==> src/rtl/exp_add_arbiter_pkg.sv <==
// Shared FPU exponent-path types: adder width, requester source tag and the
// result FIFO entry layout used by the shared exponent adder arbiter.
package exp_add_arbiter_pkg;

  localparam int EXP_W      = 6;
  localparam int FIFO_DEPTH = 2;

  typedef enum logic {
    SRC_MUL  = 1'b0,
    SRC_NORM = 1'b1
  } src_t;

  typedef struct packed {
    logic [EXP_W-1:0] sum;
    src_t             src;
  } fifo_entry_t;

endpackage

==> src/rtl/exp_add_arbiter_if.sv <==
// Handshake bundle for the shared exponent adder: two requester ports and the
// tagged result port. The arbiter sits on the slave side.
interface exp_add_arbiter_if;
  import exp_add_arbiter_pkg::*;

  logic             req0_valid;
  logic             req0_ready;
  logic [EXP_W-1:0] req0_a;
  logic [EXP_W-1:0] req0_b;

  logic             req1_valid;
  logic             req1_ready;
  logic [EXP_W-1:0] req1_a;
  logic [EXP_W-1:0] req1_b;

  logic             out_valid;
  logic             out_ready;
  logic [EXP_W-1:0] out_sum;
  src_t             out_src;
  logic             busy;

  modport slave (
    input  req0_valid, req0_a, req0_b,
    input  req1_valid, req1_a, req1_b,
    input  out_ready,
    output req0_ready, req1_ready,
    output out_valid, out_sum, out_src, busy
  );

  modport master (
    output req0_valid, req0_a, req0_b,
    output req1_valid, req1_a, req1_b,
    output out_ready,
    input  req0_ready, req1_ready,
    input  out_valid, out_sum, out_src, busy
  );

endinterface

==> src/rtl/exp_add_arbiter_add_6_bit.sv <==
// 6-bit ripple-carry adder, no carry-in; the carry-out is dropped so the
// result is (a + b) mod 64.
module add_6_bit
  import exp_add_arbiter_pkg::*;
(
  input  logic [EXP_W-1:0] a_i,
  input  logic [EXP_W-1:0] b_i,
  output logic [EXP_W-1:0] sum_o
);

  always_comb begin
    logic carry;
    carry = 1'b0;
    sum_o = '0;
    for (int i = 0; i < EXP_W; i++) begin
      sum_o[i] = a_i[i] ^ b_i[i] ^ carry;
      carry    = (a_i[i] & b_i[i]) | (carry & (a_i[i] ^ b_i[i]));
    end
  end

endmodule

==> src/rtl/exp_add_arbiter.sv <==
// Round-robin arbiter sharing one exponent adder between the multiplier and
// normalizer paths, with a 2-entry source-tagged result FIFO.
module exp_add_arbiter
  import exp_add_arbiter_pkg::*;
#(
  parameter int W     = EXP_W,
  parameter int DEPTH = FIFO_DEPTH
) (
  input logic              clk,
  input logic              rst,
  exp_add_arbiter_if.slave bus
);

  localparam logic [1:0] DEPTH_C = 2'(DEPTH);

  logic [1:0]  count_q, count_d;
  logic        wr_ptr_q, wr_ptr_d;
  logic        rd_ptr_q, rd_ptr_d;
  logic        rr_q, rr_d;
  fifo_entry_t mem_q [DEPTH];

  logic        space;
  logic        grant0, grant1;
  logic        push, pop;
  src_t        push_src;
  logic [W-1:0] op_a, op_b, add_sum;
  fifo_entry_t push_entry;

  // Grant depends only on registered count, so out_ready never reaches the readys.
  always_comb begin
    space  = count_q < DEPTH_C;
    grant0 = bus.req0_valid && (!bus.req1_valid || !rr_q);
    grant1 = bus.req1_valid && (!bus.req0_valid ||  rr_q);
  end

  assign bus.req0_ready = grant0 && space && !rst;
  assign bus.req1_ready = grant1 && space && !rst;

  assign push     = (bus.req0_valid && bus.req0_ready) ||
                    (bus.req1_valid && bus.req1_ready);
  assign pop      = (count_q != 2'd0) && bus.out_ready;
  assign push_src = grant1 ? SRC_NORM : SRC_MUL;
  assign op_a     = grant1 ? bus.req1_a : bus.req0_a;
  assign op_b     = grant1 ? bus.req1_b : bus.req0_b;

  add_6_bit u_add (
    .a_i   (op_a),
    .b_i   (op_b),
    .sum_o (add_sum)
  );

  assign push_entry = '{sum: add_sum, src: push_src};

  always_comb begin
    count_d  = count_q;
    wr_ptr_d = wr_ptr_q;
    rd_ptr_d = rd_ptr_q;
    rr_d     = rr_q;
    if (push) begin
      wr_ptr_d = ~wr_ptr_q;
      // Point at whichever requester was not served this time.
      rr_d     = (push_src == SRC_MUL);
    end
    if (pop) begin
      rd_ptr_d = ~rd_ptr_q;
    end
    case ({push, pop})
      2'b10:   count_d = count_q + 2'd1;
      2'b01:   count_d = count_q - 2'd1;
      default: count_d = count_q;
    endcase
  end

  always_ff @(posedge clk) begin
    if (rst) begin
      count_q  <= 2'd0;
      wr_ptr_q <= 1'b0;
      rd_ptr_q <= 1'b0;
      rr_q     <= 1'b0;
      for (int i = 0; i < DEPTH; i++) begin
        mem_q[i] <= '0;
      end
    end else begin
      count_q  <= count_d;
      wr_ptr_q <= wr_ptr_d;
      rd_ptr_q <= rd_ptr_d;
      rr_q     <= rr_d;
      if (push) begin
        mem_q[wr_ptr_q] <= push_entry;
      end
    end
  end

  assign bus.out_valid = count_q != 2'd0;
  assign bus.busy      = count_q != 2'd0;
  assign bus.out_sum   = mem_q[rd_ptr_q].sum;
  assign bus.out_src   = mem_q[rd_ptr_q].src;

endmodule

==> src/flat_wrapper.sv <==
// flat-port wrapper written by rule: the top's interface ports become plain ports
module exp_add_arbiter_flat import exp_add_arbiter_pkg::*;
#(
  parameter int W     = EXP_W,
  parameter int DEPTH = FIFO_DEPTH
)
  (clk, rst, bus_req0_valid, bus_req0_a, bus_req0_b, bus_req1_valid, bus_req1_a, bus_req1_b, bus_out_ready, bus_req0_ready, bus_req1_ready, bus_out_valid, bus_out_sum, bus_out_src, bus_busy);
  exp_add_arbiter_if bus_i ();
  input logic clk;
  input logic rst;
  input wire logic [$bits(bus_i.req0_valid)-1:0] bus_req0_valid;
  input wire logic [$bits(bus_i.req0_a)-1:0] bus_req0_a;
  input wire logic [$bits(bus_i.req0_b)-1:0] bus_req0_b;
  input wire logic [$bits(bus_i.req1_valid)-1:0] bus_req1_valid;
  input wire logic [$bits(bus_i.req1_a)-1:0] bus_req1_a;
  input wire logic [$bits(bus_i.req1_b)-1:0] bus_req1_b;
  input wire logic [$bits(bus_i.out_ready)-1:0] bus_out_ready;
  output wire logic [$bits(bus_i.req0_ready)-1:0] bus_req0_ready;
  output wire logic [$bits(bus_i.req1_ready)-1:0] bus_req1_ready;
  output wire logic [$bits(bus_i.out_valid)-1:0] bus_out_valid;
  output wire logic [$bits(bus_i.out_sum)-1:0] bus_out_sum;
  output wire logic [$bits(bus_i.out_src)-1:0] bus_out_src;
  output wire logic [$bits(bus_i.busy)-1:0] bus_busy;
  assign bus_i.req0_valid = bus_req0_valid;
  assign bus_i.req0_a = bus_req0_a;
  assign bus_i.req0_b = bus_req0_b;
  assign bus_i.req1_valid = bus_req1_valid;
  assign bus_i.req1_a = bus_req1_a;
  assign bus_i.req1_b = bus_req1_b;
  assign bus_i.out_ready = bus_out_ready;
  assign bus_req0_ready = bus_i.req0_ready;
  assign bus_req1_ready = bus_i.req1_ready;
  assign bus_out_valid = bus_i.out_valid;
  assign bus_out_sum = bus_i.out_sum;
  assign bus_out_src = bus_i.out_src;
  assign bus_busy = bus_i.busy;
  exp_add_arbiter #(.W(W), .DEPTH(DEPTH)) u_core (.clk(clk), .rst(rst), .bus(bus_i));
endmodule
==> config.mk <==
export PLATFORM = sky130hd
export DESIGN_NAME = exp_add_arbiter_flat
export DESIGN_NICKNAME = d
export VERILOG_FILES = /design/src/rtl/exp_add_arbiter_pkg.sv /design/src/rtl/exp_add_arbiter_if.sv /design/src/rtl/exp_add_arbiter_add_6_bit.sv /design/src/rtl/exp_add_arbiter.sv /design/src/flat_wrapper.sv
export SDC_FILE = /design/constraint.sdc
export NUM_CORES = 1
export LEC_CHECK = 0
export CAP_MARGIN = 20
export CORE_ASPECT_RATIO = 0.7
export CORE_MARGIN = 1.5
export CORE_UTILIZATION = 43
export DETAILED_ROUTE_END_ITERATION = 8
export DONT_BUFFER_PORTS = 1
export PLACE_DENSITY = 0.67
export SYNTH_ARGS = -nofsm -noshare
export SYNTH_HDL_FRONTEND = slang
export SYNTH_SLANG_ARGS = --single-unit
==> constraint.sdc <==
create_clock -name clk -period 4.4 [get_ports clk]
set_input_delay 0.66 -clock clk [delete_from_list [all_inputs] [get_ports clk]]
set_output_delay 0.66 -clock clk [all_outputs]
set_load 0.1 [all_outputs]
==> flow_metrics.tcl, run 1 <==
set metrics [dict create \
    outcome "complete, no violations" \
    num_vias 730 \
    post-cts-setup-buffer-count 0 \
    ys_seq_area_frac 0.462 \
    whs_path_depth 1 \
    internal_power_uw 424 \
    syn_area_sq_mm 0.00117 \
    final_nets 139 \
    ant_nets 0 \
    syn_area_per_cell_sq_um 11.7 \
    numClockSinks 20 \
    netlist.area_leader.share 0.359 \
    synth_cells 100 \
    synth_top_area_cell "edfxtp_1" \
    fin_setup_tns_ns 0 \
    required_ns 4.49 \
    final_cell_mix "mux2_2, edfxtp_1, nor2_1" \
    worstSetupStartpoint "u_core.rr_q$_SDFFE_PP0N_" \
    holdWs_ns 0.465 \
    share_comb_of_total_power 0.552 \
    htreeDepth 1 \
    drtIter0Drc 22 \
    min_path_type "in2reg" \
    clkSlewWorstSetupHoldPaths_ns 0.07 \
    dr.pass1.iters 4 \
    leakage_uw 0.000502 \
    reg2reg_from "u_core.rr_q$_SDFFE_PP0N_" \
    hpwl_microns 1620 \
    cts_buffer_depth 2 \
    fin_skew_ns 0.00326 \
    ctsHoldBuffers 0 \
    groute.usage.overall 0.145 \
    portBuffers 0 \
    avgViaCountPerCell 5.33 \
    rsz0062_at_grt "false" \
    drc_errors 0 \
    synthTopCellsByArea "edfxtp_1, mux2_2, dfxtp_1" \
    grt_overflow 0 \
    cellPowerDensity_mw_per_mm2 696 \
    grt_pass1_vias 674 \
    gp_congestion 0.704 \
    clk_latency_ns 0.25 \
    synth_fp_nets 135 \
    grt_start_max_net_pins 13 \
    end_kind "flip-flop" \
    worstSetupPathType "reg2reg" \
    die_x_microns 65.3 \
    maxSlewHeadroom 0.220 \
    setup_viol 0 \
    finalHoldViolCount 0 \
    final_common_cell "mux2_2" \
    power.share.clock 0.136 \
    reg2regPathDepth 10 \
    area_growth_pct 9.95 \
    start_util 0.465 \
    clockRootBuffer "clkbuf_8" \
    ctsResizeCount 0 \
    cp_max_fo 5 \
    drive_above_1_share 0.252 \
    pin_count 40 \
    yosysWarnings 0 \
    grt_first_pass_wirelength_microns 3140 \
    utilization 0.511 \
    crit_arrival_ns 3.37 \
    diodes 0 \
    min_period_ns 3.28 \
    wire_per_inst_microns 14.9 \
    finalMaxSlewViolations 0 \
    worstSetupStartpointType "flip-flop" \
    die_h_microns 46.6 \
    drv_cap 0 \
    seqPwrFrac 0.312 \
    synth_cell_types 24 \
    dieArea_sq_mm 0.00305 \
    fin_crit_sh 0.746 \
    cts_inserted_buffers 3 \
    rows 15 \
    wl_microns 2050 \
    antenna_found_initial 0 \
    max_freq_mhz 304 \
    dp_cells 133 \
    cts_tree "done" \
    synth-seq-cells 20 \
    swShare 0.526 \
    worst_pin_slew_ns 1.17 \
    power_switching_uw 471 \
    peakVddDrop_uv 369 \
    min-delay-start "rst" \
    core_area_sq_mm 0.00251 \
    final_cells 137 \
]
## per-stage QoR
step	setup slack (ns)	total power, uW	cell area (sq um)
2_1_floorplan	0.639	731	1170
3_3_place_gp	0.990	771	1240
3_5_place_dp	0.900	778	1240
4_1_cts	1.12	898	1290
5_1_grt	0.986	930	1290
6_report	1.12	895	1290
## final cells by class
type | count | area [sq um]
well taps | 34 | 42.5
inverters | 1 | 3.75
fillers | 236 | 1230
repair buffers | 3 | 40.0
flip-flops and latches | 20 | 541
clock inverters | 1 | 3.75
multi-input cells | 75 | 614
clock buffers | 3 | 41.3
## cell usage after synthesis
master	count
a21oi_1	3
and2_1	9
buf_2	1
buf_4	1
clkbuf_1	2
dfxtp_1	6
edfxtp_1	14
fa_1	4
ha_1	2
inv_1	1
mux2_2	15
mux2i_1	5
nand2_1	4
nand2b_1	2
nor2_1	12
nor3_1	3
o21ai_0	1
o21ai_1	1
or2_1	3
or3_1	3
or3_4	1
or3b_4	1
xnor2_1	4
xor2_1	2
## cell families after synthesis
kind of cell               share of synthesized area
muxes                                          0.187
xor gates and xnor gates                      0.0449
DFF                                            0.462
AOI/OAI and AO/OA                             0.0214
and+or+nand+nor                                0.174
adders and majority gates                     0.0898
buffers and inverters                         0.0203
## worst paths after layout
kind	to	slack [ns]
setup / recovery	u_core.mem_q[0][5]$_SDFFCE_PN0P_	1.12
hold / removal	u_core.count_q[1]$_SDFFE_PP0P_	0.47
setup reg to reg	u_core.mem_q[0][5]$_SDFFCE_PN0P_	1.12
hold reg to reg	u_core.rd_ptr_q$_SDFFE_PP0P_	0.51
## critical path, stage by stage (launching register included)
cell	delay, ns
dfxtp_1	0.34
nand2b_1	0.16
nand2_1	0.18
mux2_2	0.36
ha_1	0.21
fa_1	0.37
fa_1	0.39
fa_1	0.36
inv_1	0.07
fa_1	0.43
nor3_1	0.23
## metal layers
metal | track usage | vias to the layer above | wire length (microns)
met5 | 0 | - | 0
met4 | 0.0625 | 0 | 21
met3 | 0.0416 | 2 | 125
met2 | 0.218 | 30 | 933
met1 | 0.198 | 345 | 964
li1 | - | 353 | -
## flip-flops by register name (all words and copies together), names as in the netlist, named ones only
register / cells
u_core.wr_ptr_q: 1
u_core.mem_q: 14
u_core.rr_q: 1
u_core.count_q: 2
u_core.rd_ptr_q: 1
## power groups by stage
| stage | registers (uW) | logic [uW] | clock network [uW] |
|---|---|---|---|
| 6_report | 279 | 494 | 121 |
| 3_5_place_dp | 284 | 495 | 0 |
| 2_1_floorplan | 269 | 462 | 0 |
| 5_1_grt | 286 | 514 | 130 |
| 4_1_cts | 280 | 496 | 122 |
| 3_3_place_gp | 282 | 489 | 0 |
Note: power is estimated with default switching activity, not from simulation.
==> run 2, diff against run 1 <==
PLACE_DENSITY = 0.69   (was 0.67)
clock period = 2.7 ns   (was 4.4 ns; I/O delays follow)
==> run 2 against run 1 <==
The flow now finishes with violations (setup timing). Register-to-register slack got worse by 1.2 ns. Clock power rose by 140%. Final cell count rose by 2.9%. Via count fell by 3.3%. Critical path type unchanged. Largest cell class unchanged.
==> flow_metrics.tcl, run 2 (synthesized netlist as in run 1, its figures left out) <==
set metrics [dict create \
    failed_checks "setup timing" \
    holdWs_ns 0.211 \
    final_cells 141 \
    maxSlewHeadroom 0.640 \
    die_h_microns 46.6 \
    setup_viol 4 \
    dr.pass1.iters 3 \
    num_vias 706 \
    grt_first_pass_wirelength_microns 3220 \
    min-delay-start "rst" \
    drv_cap 0 \
    cts_inserted_buffers 3 \
    worst_slack_ns -0.111 \
    clkSlewWorstSetupHoldPaths_ns 0.07 \
    dr.max_layer_used "met4" \
    hpwl_microns 1640 \
    fin_skew_ns 0.00349 \
    wl_microns 2030 \
    grt_overflow 0 \
    worst_pin_slew_ns 0.545 \
    worstSetupPathType "reg2reg" \
    ant_nets 0 \
    dr_wl_met3_microns 153 \
    final_common_cell "edfxtp_1" \
    worstSetupStartpoint "u_core.rr_q$_SDFFE_PP0N_" \
    cellPowerDensity_mw_per_mm2 1140 \
    min_period_ns 2.81 \
    end_kind "flip-flop" \
    drive_above_1_share 0.393 \
    worstSetupStartpointType "flip-flop" \
    cp_max_fo 5 \
    finalMaxSlewViolations 0 \
    grt_pass1_vias 683 \
    min_path_type "in2reg" \
    max_freq_mhz 356 \
    cts_tree "done" \
    drt-met1-wl_microns 946 \
    fin_crit_sh 1.04 \
    reg_top3 "u_core.mem_q (14), u_core.count_q (2)" \
    wl_met2_microns 907 \
    start_util 0.465 \
    numClockSinks 20 \
    largest_reg_flops 14 \
    core_area_sq_mm 0.00251 \
    antenna_found_initial 0 \
    clk_latency_ns 0.25 \
    drc_errors 0 \
    grt_start_max_net_pins 13 \
    crit_arrival_ns 2.92 \
    area_growth_pct 18.9 \
    gp_congestion 0.815 \
    wire_per_inst_microns 14.4 \
    rsz0062_at_grt "true" \
    reg2reg_from "u_core.rr_q$_SDFFE_PP0N_" \
    cts_buffer_depth 2 \
    outcome "finished with violations" \
    groute.usage.overall 0.151 \
    final_nets 143 \
    clockRootBuffer "clkbuf_8" \
    required_ns 2.81 \
    dieArea_sq_mm 0.00305 \
    leakage_uw 0.000546 \
    finalHoldViolCount 0 \
    die_x_microns 65.3 \
    dp_cells 136 \
    avgViaCountPerCell 5.01 \
    htreeDepth 1 \
    rows 15 \
    final_cell_mix "edfxtp_1, nor2_1, mux2_2" \
    top_register "u_core.mem_q" \
    drtIter0Drc 10 \
    peakVddDrop_uv 602 \
    pin_count 40 \
    diodes 0 \
    portBuffers 0 \
]
run 2: layer usage:
layer  GRT usage  vias up
met3      0.0538        2
li1            -      361
met2       0.231       28
met4      0.0625        0
met5           0        -
met1       0.197      315
run 2: timing repair:
item	CTS	global route
endpoints found under the setup margin	4	4
hold buffers	0	0
setup buffers	1	0
pin swaps	8	4
resized for setup	2	3
run 2: final timing paths:
path	endpoint	slack [ns]	cells after the start
setup / recovery	u_core.mem_q[1][5]$_SDFFCE_PN0P_	-0.11	10
hold / removal	u_core.rr_q$_SDFFE_PP0N_	0.21	1
hold reg to reg	flip-flop	0.53	2
setup reg to reg	u_core.mem_q[1][5]$_SDFFCE_PN0P_	-0.11	10
run 2: area by class of cell:
type / instances / area [sq um]
clock buffers: 3 / 41.3
clock inverters: 1 / 30.0
well taps: 34 / 42.5
inverters: 1 / 3.75
repair buffers: 7 / 52.6
multi-input cells: 75 / 679
fillers: 221 / 1120
flip-flops and latches: 20 / 542
run 2: worst max-delay path, stage by stage, from the launching register on:
cell	delay [ns]
dfxtp_2	0.32
nand2b_4	0.14
nand2_4	0.10
mux2_4	0.32
ha_4	0.16
fa_2	0.33
fa_2	0.34
fa_2	0.34
inv_2	0.06
fa_2	0.45
nor3_2	0.11
run 2: power by group:
group,total [uW],switching [uW],internal [uW]
Sequential,459,51.5,408
Combinational,834,631,203
Clock,289,91.5,198
Total,1580,774,808
run 2: stage by stage:
stage	setup WS, ns	power, uW	util	area, sq um	setup TNS, ns
global placement	-0.227	1280	0.515	1290	-0.719
global route	-0.198	1660	0.553	1390	-0.710
CTS	-0.190	1590	0.548	1380	-0.578
finish	-0.111	1580	0.553	1390	-0.393
detailed placement	-0.258	1290	0.515	1290	-0.891
floorplan	-0.334	1210	-	1220	-1.04
